===== src/rtl/iob_req_reg.sv =====
// -----------------------------------------------------------------------------
// iob_req_reg
//
// Registered IOb pipeline stage placed between the Wishbone-to-IOb bridge and
// the IOb memory/peripheral interconnect. One request is captured from the
// upstream side and driven downstream until the slave answers. The answer is
// then returned upstream as a one-cycle ready pulse. Every output comes
// straight from a flop, so no combinational path crosses this stage.
//
// Optional feature (compile-time macro IOB_REQ_TIMEOUT_EN):
//   When defined, a watchdog counts REQ cycles without ready_i. After TIMEOUT
//   such cycles the access is abandoned and answered upstream with err_o=1
//   and rdata_o=0. When undefined, there is no counter, REQ waits forever
//   and err_o is tied to 0.
//
// Parameters
//   ADDR_W     address width
//   DATA_W     data width (multiple of 8); strobe width is DATA_W/8
//   TIMEOUT_W  watchdog counter width
//   TIMEOUT    REQ cycles without ready_i before abort (1..2**TIMEOUT_W-1)
//
// Ports
//   clk_i    in   clock, all logic on rising edge
//   rst_i    in   synchronous active-high reset
//   valid_i  in   upstream request valid
//   addr_i   in   upstream address
//   wdata_i  in   upstream write data
//   wstrb_i  in   upstream write strobes (all zero = read)
//   rdata_o  out  upstream read data, valid while ready_o=1, held afterwards
//   ready_o  out  upstream response, one-cycle pulse
//   err_o    out  upstream error flag, valid while ready_o=1
//   valid_o  out  downstream request valid
//   addr_o   out  downstream address (registered)
//   wdata_o  out  downstream write data (registered)
//   wstrb_o  out  downstream write strobes (registered)
//   rdata_i  in   downstream read data, sampled when ready_i=1
//   ready_i  in   downstream response
// -----------------------------------------------------------------------------
module iob_req_reg #(
  parameter int ADDR_W    = 32,
  parameter int DATA_W    = 32,
  parameter int TIMEOUT_W = 8,
  parameter int TIMEOUT   = 255
) (
  input  logic                clk_i,
  input  logic                rst_i,
  // upstream (bridge) side
  input  logic                valid_i,
  input  logic [ADDR_W-1:0]   addr_i,
  input  logic [DATA_W-1:0]   wdata_i,
  input  logic [DATA_W/8-1:0] wstrb_i,
  output logic [DATA_W-1:0]   rdata_o,
  output logic                ready_o,
  output logic                err_o,
  // downstream (interconnect) side
  output logic                valid_o,
  output logic [ADDR_W-1:0]   addr_o,
  output logic [DATA_W-1:0]   wdata_o,
  output logic [DATA_W/8-1:0] wstrb_o,
  input  logic [DATA_W-1:0]   rdata_i,
  input  logic                ready_i
);

  localparam int STRB_W = DATA_W / 8;

  // Elaboration-time configuration guard: an out-of-range TIMEOUT or a data
  // width that is not a whole number of bytes shows up as this named block in
  // the elaborated hierarchy.
  if ((TIMEOUT < 1) || (TIMEOUT > (2 ** TIMEOUT_W) - 1) || ((DATA_W % 8) != 0))
  begin : g_bad_config
  end

  typedef enum logic [1:0] {
    IDLE = 2'd0,
    REQ  = 2'd1,
    RESP = 2'd2
  } state_t;

  state_t state;

  // Read data returned upstream: a write (any strobe set) answers with zero
  // so the bridge never sees stale slave data on a write acknowledge.
  function automatic logic [DATA_W-1:0] resp_data(input logic [STRB_W-1:0] strb,
                                                  input logic [DATA_W-1:0] rdata);
    resp_data = (|strb) ? '0 : rdata;
  endfunction

`ifdef IOB_REQ_TIMEOUT_EN
  localparam logic [TIMEOUT_W-1:0] CNT_LAST = TIMEOUT_W'(TIMEOUT - 1);
  localparam logic [TIMEOUT_W-1:0] CNT_ONE  = TIMEOUT_W'(1);

  logic [TIMEOUT_W-1:0] cnt;

  always_ff @(posedge clk_i) begin
    if (rst_i) begin
      // A reset in REQ simply drops the access; nothing is ever answered.
      state   <= IDLE;
      valid_o <= 1'b0;
      ready_o <= 1'b0;
      err_o   <= 1'b0;
      addr_o  <= '0;
      wdata_o <= '0;
      wstrb_o <= '0;
      rdata_o <= '0;
      cnt     <= '0;
    end else begin
      case (state)
        // IDLE: accept a new request; ready_i here is spurious and ignored.
        IDLE: begin
          if (valid_i) begin
            addr_o  <= addr_i;
            wdata_o <= wdata_i;
            wstrb_o <= wstrb_i;
            valid_o <= 1'b1;
            cnt     <= '0;
            state   <= REQ;
          end
        end
        // REQ: hold the request stable; valid_i is ignored so an upstream
        // drop cannot abort a downstream access. A slave answer in the same
        // cycle as the watchdog expiry wins over the abort.
        REQ: begin
          if (ready_i) begin
            valid_o <= 1'b0;
            rdata_o <= resp_data(wstrb_o, rdata_i);
            err_o   <= 1'b0;
            ready_o <= 1'b1;
            state   <= RESP;
          end else if (cnt == CNT_LAST) begin
            valid_o <= 1'b0;
            rdata_o <= '0;
            err_o   <= 1'b1;
            ready_o <= 1'b1;
            state   <= RESP;
          end else begin
            cnt <= cnt + CNT_ONE;
          end
        end
        // RESP: the ready pulse lasts exactly this cycle; rdata_o is kept.
        RESP: begin
          ready_o <= 1'b0;
          err_o   <= 1'b0;
          state   <= IDLE;
        end
        default: begin
          valid_o <= 1'b0;
          ready_o <= 1'b0;
          err_o   <= 1'b0;
          state   <= IDLE;
        end
      endcase
    end
  end
`else
  // Without the watchdog an error can never be produced.
  assign err_o = 1'b0;

  always_ff @(posedge clk_i) begin
    if (rst_i) begin
      // A reset in REQ simply drops the access; nothing is ever answered.
      state   <= IDLE;
      valid_o <= 1'b0;
      ready_o <= 1'b0;
      addr_o  <= '0;
      wdata_o <= '0;
      wstrb_o <= '0;
      rdata_o <= '0;
    end else begin
      case (state)
        // IDLE: accept a new request; ready_i here is spurious and ignored.
        IDLE: begin
          if (valid_i) begin
            addr_o  <= addr_i;
            wdata_o <= wdata_i;
            wstrb_o <= wstrb_i;
            valid_o <= 1'b1;
            state   <= REQ;
          end
        end
        // REQ: hold the request stable and wait for the slave indefinitely;
        // valid_i is ignored so an upstream drop cannot abort the access.
        REQ: begin
          if (ready_i) begin
            valid_o <= 1'b0;
            rdata_o <= resp_data(wstrb_o, rdata_i);
            ready_o <= 1'b1;
            state   <= RESP;
          end
        end
        // RESP: the ready pulse lasts exactly this cycle; rdata_o is kept.
        RESP: begin
          ready_o <= 1'b0;
          state   <= IDLE;
        end
        default: begin
          valid_o <= 1'b0;
          ready_o <= 1'b0;
          state   <= IDLE;
        end
      endcase
    end
  end
`endif

endmodule


===== config.mk =====
export PLATFORM = sky130hd
export DESIGN_NAME = iob_req_reg
export DESIGN_NICKNAME = d
export VERILOG_FILES = /design/src/rtl/iob_req_reg.sv
export SDC_FILE = /design/constraint.sdc
export NUM_CORES = 1
export LEC_CHECK = 0
export CORE_ASPECT_RATIO = 1.1
export CORE_MARGIN = 2
export CORE_UTILIZATION = 41
export DETAILED_ROUTE_END_ITERATION = 16
export GPL_TIMING_DRIVEN = 0
export PLACE_DENSITY = 0.81
export SLEW_MARGIN = 10
export SYNTH_ARGS = -nofsm -noshare
export SYNTH_HDL_FRONTEND = slang
export SYNTH_SLANG_ARGS = --single-unit

===== constraint.sdc =====
create_clock -name clk_i -period 2.5 [get_ports clk_i]
set_input_delay 0.5 -clock clk_i [delete_from_list [all_inputs] [get_ports clk_i]]
set_output_delay 0.5 -clock clk_i [all_outputs]
set_load 0.05 [all_outputs]

==> results.sh, run 1 <==
export IMPL_cts_buffer_depth=2
export IMPL_dr_first_iter_drc_count=128
export IMPL_vias=3823
export IMPL_cts_num_sinks=104
export IMPL_postCtsSetupRepairBufs=0
export IMPL_synth_top_area_share_pct=56.6
export IMPL_comb_power_share_pct=25.7
export IMPL_multi_input_area_sq_um=1400
export IMPL_finalPower_uw=3600
export IMPL_final_hold_violation_count=0
export IMPL_preCtsSetupSlack_ns=0.294
export IMPL_critPathMaxStageDelay_ns=0.86
export IMPL_cts_htree_levels=3
export IMPL_fillers=759
export IMPL_synth_ff_type="dfxtp_1"
export IMPL_powerDensity_nw_per_um2=598
export IMPL_setup_violations=0
export IMPL_first_pass_iters=4
export IMPL_endpoint="wstrb_o[2]"
export IMPL_critPathTopFamily="buffers and inverters"
export IMPL_crit_start="wstrb_o[2]$_SDFFE_PP0P_"
export IMPL_layout_drive_gt1_share_pct=4.87
export IMPL_min_period_ns=2.10
export IMPL_core_sq_um=8780
export IMPL_synth_seq_area_share_pct=56.6
export IMPL_p_seq_share_pct=49.7
export IMPL_routed_wl_mm=11.1
export IMPL_power_internal_uw=2470
export IMPL_grt_pass1_wl_mm=16.8
export IMPL_syn_area_sq_um=3680
export IMPL_grt_overflow=0
export IMPL_fin_nets=777
export IMPL_root_buffer="clkbuf_8"
export IMPL_wl_per_cell_microns=14.1
export IMPL_critPathKind="flop to output pin"
export IMPL_hp_class="flop to flop"
export IMPL_tritoncts="built"
export IMPL_max_vdd_ir_drop_mv=0.384
export IMPL_crit_path_start_kind="flop"
export IMPL_drv_cap=0
export IMPL_grt_max_degree=16
export IMPL_yosysUniqueCellTypes=20
export IMPL_postSynthAreaPerCell_sq_um=8.04
export IMPL_fp_row_count=36
export IMPL_fp_dieH_microns=103
export IMPL_cp_arrival_ns=1.60
export IMPL_fin_util_pct=68.5
export IMPL_relSlewSlack_pct=62.5
export IMPL_finalClockSkew_ns=0.00951
export IMPL_io_buffers=204
export IMPL_gp_congestion=0.787
export IMPL_syn_inst=458
export IMPL_die_width_microns=94.3
export IMPL_clkPwrFrac_pct=24.6
export IMPL_diodes=0
export IMPL_cts_buffers=9
export IMPL_fin_ws_ns=0.396
export IMPL_drc_errors=0
export IMPL_fmaxAchievable_ghz=0.475
export IMPL_rsz0062_at_grt="no"
export IMPL_grt_total_usage_pct=22.1
export IMPL_synth_warnings=0
export IMPL_cpMaxStageDelayCell="clkdlybuf4s50_1"
export IMPL_synth_nets=562
export IMPL_die_area_sq_um=9750
export IMPL_status="finished clean"
export IMPL_path_buf_inv=1
export IMPL_swShare_pct=31.4
export IMPL_cts_hold_buf=0
export IMPL_grt_pass1_vias=3582
export IMPL_ys_top_cells_by_count="168 x nand2_1, 104 x dfxtp_1, 102 x a21oi_1"
export IMPL_initial_core_util_pct=41.9
export IMPL_yosys_area_top_type="dfxtp_1"
export IMPL_path_cells="clkdlybuf4s50_1"
export IMPL_cp_num_cells=1
export IMPL_clk_pin_slew_worst_paths_ns=0.09
export IMPL_dp_hpwl_mm=8.41
export IMPL_regArea_sq_um=2080
export IMPL_rr_endpoint="addr_o[24]$_SDFFE_PP0P_"
export IMPL_finalCritPeriodShare_pct=84.1
export IMPL_io_pins=207
export IMPL_tightest_slew_ns=0.561
export IMPL_ctsResizeCount=0
export IMPL_synth_edf_count=0
export IMPL_holdWs_ns=0.454
export IMPL_ant_nets=0
export IMPL_path_max_fanout=3
export IMPL_synth_seq_cells=104
export IMPL_slew_viol_final=0
export IMPL_synth_async_sr_flop_share_pct=0
export IMPL_yosysMostFrequentCell="nand2_1"
export IMPL_synth_area_leaders="dfxtp_1 57%, nand2_1 17%, a21oi_1 14%, nand3_1 4.4%, clkbuf_1 2.0%"
export IMPL_r2r_start="state[0]$_SDFFE_PP0P_"
export IMPL_vias_per_cell=4.83
export IMPL_r2r_worst_path_cells=6
export IMPL_end_kind="output pin"
export IMPL_finalSetupTns_ns=0
export IMPL_cp_required_ns=2.00
export IMPL_worstSkewPairLatency_ns=0.34
export IMPL_p_leak_uw=0.00217
export IMPL_syn2layout_area_growth_pct=63.6
export IMPL_r2r_slack_ns=0.93
export IMPL_antenna_found_initial=0
export IMPL_switchingPower_uw=1130
## layout by cell type, fill, tap and decap left out
cell               n
clkbuf_8           9
clkdlybuf4s50_1  204
nand3_1           32
nor4_2             1
a21oi_1          102
nand2_1          168
mux2i_1            1
and3b_1            1
dfxtp_1          104
nand3b_1           1
clkbuf_1          23
nor2_1             2
buf_2             13
conb_1             1
buf_4              2
nand2b_1           1
buf_6              4
or3b_1             1
clkinv_2           1
o21ai_0            1
nor3_1             1
inv_1              1
nor3b_4            1
clkinvlp_4         2
## worst min-delay path by stage
| stage | from | to | cells after the start |
|---|---|---|---|
| floorplan | state[1]$_SDFFE_PP0P_ | state[0]$_SDFFE_PP0P_ | 1 |
| finish | rdata_o[29]$_SDFFE_PP0P_ | rdata_o[29]$_SDFFE_PP0P_ | 2 |
| global placement | rdata_o[1]$_SDFFE_PP0P_ | rdata_o[1]$_SDFFE_PP0P_ | 2 |
| detailed placement | wdata_o[20]$_SDFFE_PP0P_ | wdata_o[20]$_SDFFE_PP0P_ | 2 |
| global route | addr_o[16]$_SDFFE_PP0P_ | addr_o[16]$_SDFFE_PP0P_ | 2 |
| CTS | rdata_o[29]$_SDFFE_PP0P_ | rdata_o[29]$_SDFFE_PP0P_ | 2 |
## per-layer routing
| metal | up-vias | track usage [%] | routed length (microns) |
|---|---|---|---|
| met5 | - | 0 | 0 |
| met4 | 0 | 10.0 | 342 |
| met3 | 23 | 5.80 | 905 |
| met2 | 149 | 39.2 | 5570 |
| met1 | 1737 | 25.0 | 4320 |
| li1 | 1914 | - | - |
## state kept, by name, summed over array words and instances, names as in the netlist
signal	count
addr_o	32
rdata_o	32
ready_o	1
state	2
valid_o	1
wdata_o	32
wstrb_o	4
## cell families (layout without fill, tap and decap cells)
| group | after synthesis | after routing | synth area share, % |
|---|---|---|---|
| compound gates | 103 | 103 | 14.0 |
| buf+inv | 40 | 259 | 5.54 |
| flops | 104 | 104 | 56.6 |
| mux | 1 | 1 | 0.272 |
| other cells | 1 | 1 | 0.102 |
| simple gates | 209 | 209 | 23.5 |
## area by class of cell
type / instances / area share [%]
flip-flops and latches: 104 / 34.6
repair buffers: 204 / 33.9
multi-input cells: 314 / 23.2
plain buffers: 39 / 3.33
well taps: 114 / 2.37
clock buffers: 12 / 2.24
clock inverters: 3 / 0.333
inverters: 1 / 0.0623
## power groups by stage
| stage | registers [uW] | clock network, uW | logic [uW] |
|---|---|---|---|
| after floorplan | 2120 | 0 | 228 |
| after global placement | 1820 | 0 | 916 |
| after detailed placement | 1830 | 0 | 926 |
| after CTS | 1790 | 910 | 930 |
| after global routing | 1800 | 978 | 982 |
| final | 1790 | 884 | 926 |
## metrics by stage
step	std cells	cell area, sq um
final	791	6020
after global routing	791	6020
after CTS	791	6020
after detailed placement	776	5870
after global placement	776	5870
after floorplan	458	3680
Note: power is estimated with default switching activity, not from simulation.
==> run 2, diff against run 1 <==
--- a/config.mk
+++ b/config.mk
@@ -7,10 +7,10 @@
 export LEC_CHECK = 0
 export CORE_ASPECT_RATIO = 1.1
 export CORE_MARGIN = 2
-export CORE_UTILIZATION = 41
+export CORE_UTILIZATION = 38
 export DETAILED_ROUTE_END_ITERATION = 16
 export GPL_TIMING_DRIVEN = 0
-export PLACE_DENSITY = 0.81
+export PLACE_DENSITY = 0.76
 export SLEW_MARGIN = 10
 export SYNTH_ARGS = -nofsm -noshare
 export SYNTH_HDL_FRONTEND = slang
==> constraint.sdc (replaced) <==
create_clock -name clk_i -period 2.1 [get_ports clk_i]
set_input_delay 0.42 -clock clk_i [delete_from_list [all_inputs] [get_ports clk_i]]
set_output_delay 0.42 -clock clk_i [all_outputs]
set_load 0.05 [all_outputs]
==> run 2 against run 1 <==
Hold slack improved by 0.0031 ns; cell area rose by 0.52%; global-route usage fell by 1.0 points; via count rose by 0.78%; clock skew rose by 0.0072 ns.
==> results.sh, run 2 (synthesized netlist as in run 1, its figures left out) <==
export IMPL_drv_cap=0
export IMPL_fillers=837
export IMPL_diodes=0
export IMPL_layout_cells_non_filler=795
export IMPL_tritoncts="built"
export IMPL_gp_congestion=0.772
export IMPL_critPathMaxStageDelay_ns=0.87
export IMPL_core_sq_um=9400
export IMPL_ant_nets=0
export IMPL_cts_hold_buf=0
export IMPL_hp_class="flop to flop"
export IMPL_cp_arrival_ns=1.61
export IMPL_first_pass_iters=4
export IMPL_cpMaxStageDelayCell="clkdlybuf4s50_1"
export IMPL_tightest_slew_ns=0.581
export IMPL_die_width_microns=97.8
export IMPL_worstSkewPairLatency_ns=0.36
export IMPL_root_buffer="clkbuf_8"
export IMPL_fp_row_count=37
export IMPL_end_kind="output pin"
export IMPL_vias_per_cell=4.85
export IMPL_powerDensity_nw_per_um2=730
export IMPL_finalCritPeriodShare_pct=96.7
export IMPL_cts_buffer_depth=2
export IMPL_die_area_sq_um=10500
export IMPL_final_common_cell="clkdlybuf4s50_1"
export IMPL_drc_errors=0
export IMPL_status="finished clean"
export IMPL_grt_total_usage_pct=21.1
export IMPL_grt_pass1_vias=3713
export IMPL_vias=3853
export IMPL_fin_nets=777
export IMPL_grt_max_degree=20
export IMPL_path_buf_inv=1
export IMPL_fmaxAchievable_ghz=0.493
export IMPL_antenna_found_initial=0
export IMPL_cts_buffers=9
export IMPL_dr_first_iter_drc_count=146
export IMPL_wl_per_cell_microns=14.4
export IMPL_slew_viol_final=0
export IMPL_ctsResizeCount=0
export IMPL_place_inst=779
export IMPL_p_leak_uw=0.00219
export IMPL_finalSetupTns_ns=0
export IMPL_min_period_ns=2.03
export IMPL_dp_hpwl_mm=8.62
export IMPL_clk_pin_slew_worst_paths_ns=0.10
export IMPL_fp_dieH_microns=107
export IMPL_io_pins=207
export IMPL_routed_wl_mm=11.4
export IMPL_crit_path_start_kind="flop"
export IMPL_cp_required_ns=1.68
export IMPL_max_vdd_ir_drop_mv=0.376
export IMPL_path_cells="clkdlybuf4s50_1"
export IMPL_rsz0062_at_grt="no"
export IMPL_postCtsSetupRepairBufs=0
export IMPL_relSlewSlack_pct=61.2
export IMPL_fin_util_pct=64.4
export IMPL_io_buffers=204
export IMPL_top_regs="addr_o (32), rdata_o (32), wdata_o (32)"
export IMPL_critPathKind="flop to output pin"
export IMPL_initial_core_util_pct=39.2
export IMPL_final_hold_violation_count=0
export IMPL_cts_num_sinks=104
export IMPL_path_max_fanout=3
export IMPL_finalClockSkew_ns=0.0167
export IMPL_setup_violations=0
export IMPL_grt_pass1_wl_mm=18.0
export IMPL_grt_overflow=0
export IMPL_critPathTopFamily="buffers and inverters"
export IMPL_layout_drive_gt1_share_pct=5.46
export IMPL_mostFrequentLayoutCells="204 x clkdlybuf4s50_1, 168 x nand2_1, 104 x dfxtp_1"
export IMPL_syn2layout_area_growth_pct=64.4
export IMPL_cts_htree_levels=3
[run 2: routing by layer]
metal	GRT usage (%)	vias to the layer above	share of wire, %	wire length [microns]
li1	-	1918	-	-
met1	24.5	1768	40	4600
met2	36.4	144	49	5610
met3	6.06	23	7.6	866
met4	8.53	0	2.9	331
met5	0	-	0	0
[run 2: layout make-up]
cell class              instances  area (sq um)  share of cell area (%)
flip-flops and latches        104          2080                    34.4
repair buffers                204          2040                    33.7
multi-input cells             314          1400                    23.1
plain buffers                  39           200                    3.31
well taps                     117           146                    2.42
clock buffers                   9           124                    2.05
clock inverters                 7          58.8                   0.972
inverters                       1          3.75                  0.0620
[run 2: through the flow]
step | setup WS (ns) | cell area [sq um] | power (uW) | hold slack [ns]
2_1_floorplan | 0.686 | 3680 | 2800 | 0.528
3_3_place_gp | 0.0106 | 5870 | 3260 | 0.439
3_5_place_dp | -0.0217 | 5870 | 3280 | 0.447
4_1_cts | 0.0588 | 6050 | 4460 | 0.461
5_1_grt | 0.0362 | 6050 | 4610 | 0.480
6_report | 0.0702 | 6050 | 4420 | 0.457
[run 2: worst paths after layout]
check / depth (start not counted) / slack [ns] / start / end
min: 2 / 0.46 / wdata_o[5]$_SDFFE_PP0P_ / wdata_o[5]$_SDFFE_PP0P_
min reg2reg: 2 / 0.46 / wdata_o[5]$_SDFFE_PP0P_ / wdata_o[5]$_SDFFE_PP0P_
max: 1 / 0.07 / wstrb_o[2]$_SDFFE_PP0P_ / wstrb_o[2]
max reg2reg: 4 / 0.47 / state[1]$_SDFFE_PP0P_ / rdata_o[25]$_SDFFE_PP0P_
[run 2: power by group]
part           internal [uW]  total [uW]  switching, uW
combinational            440        1100            663
clock                    456        1180            727
sequential              2080        2130           54.2
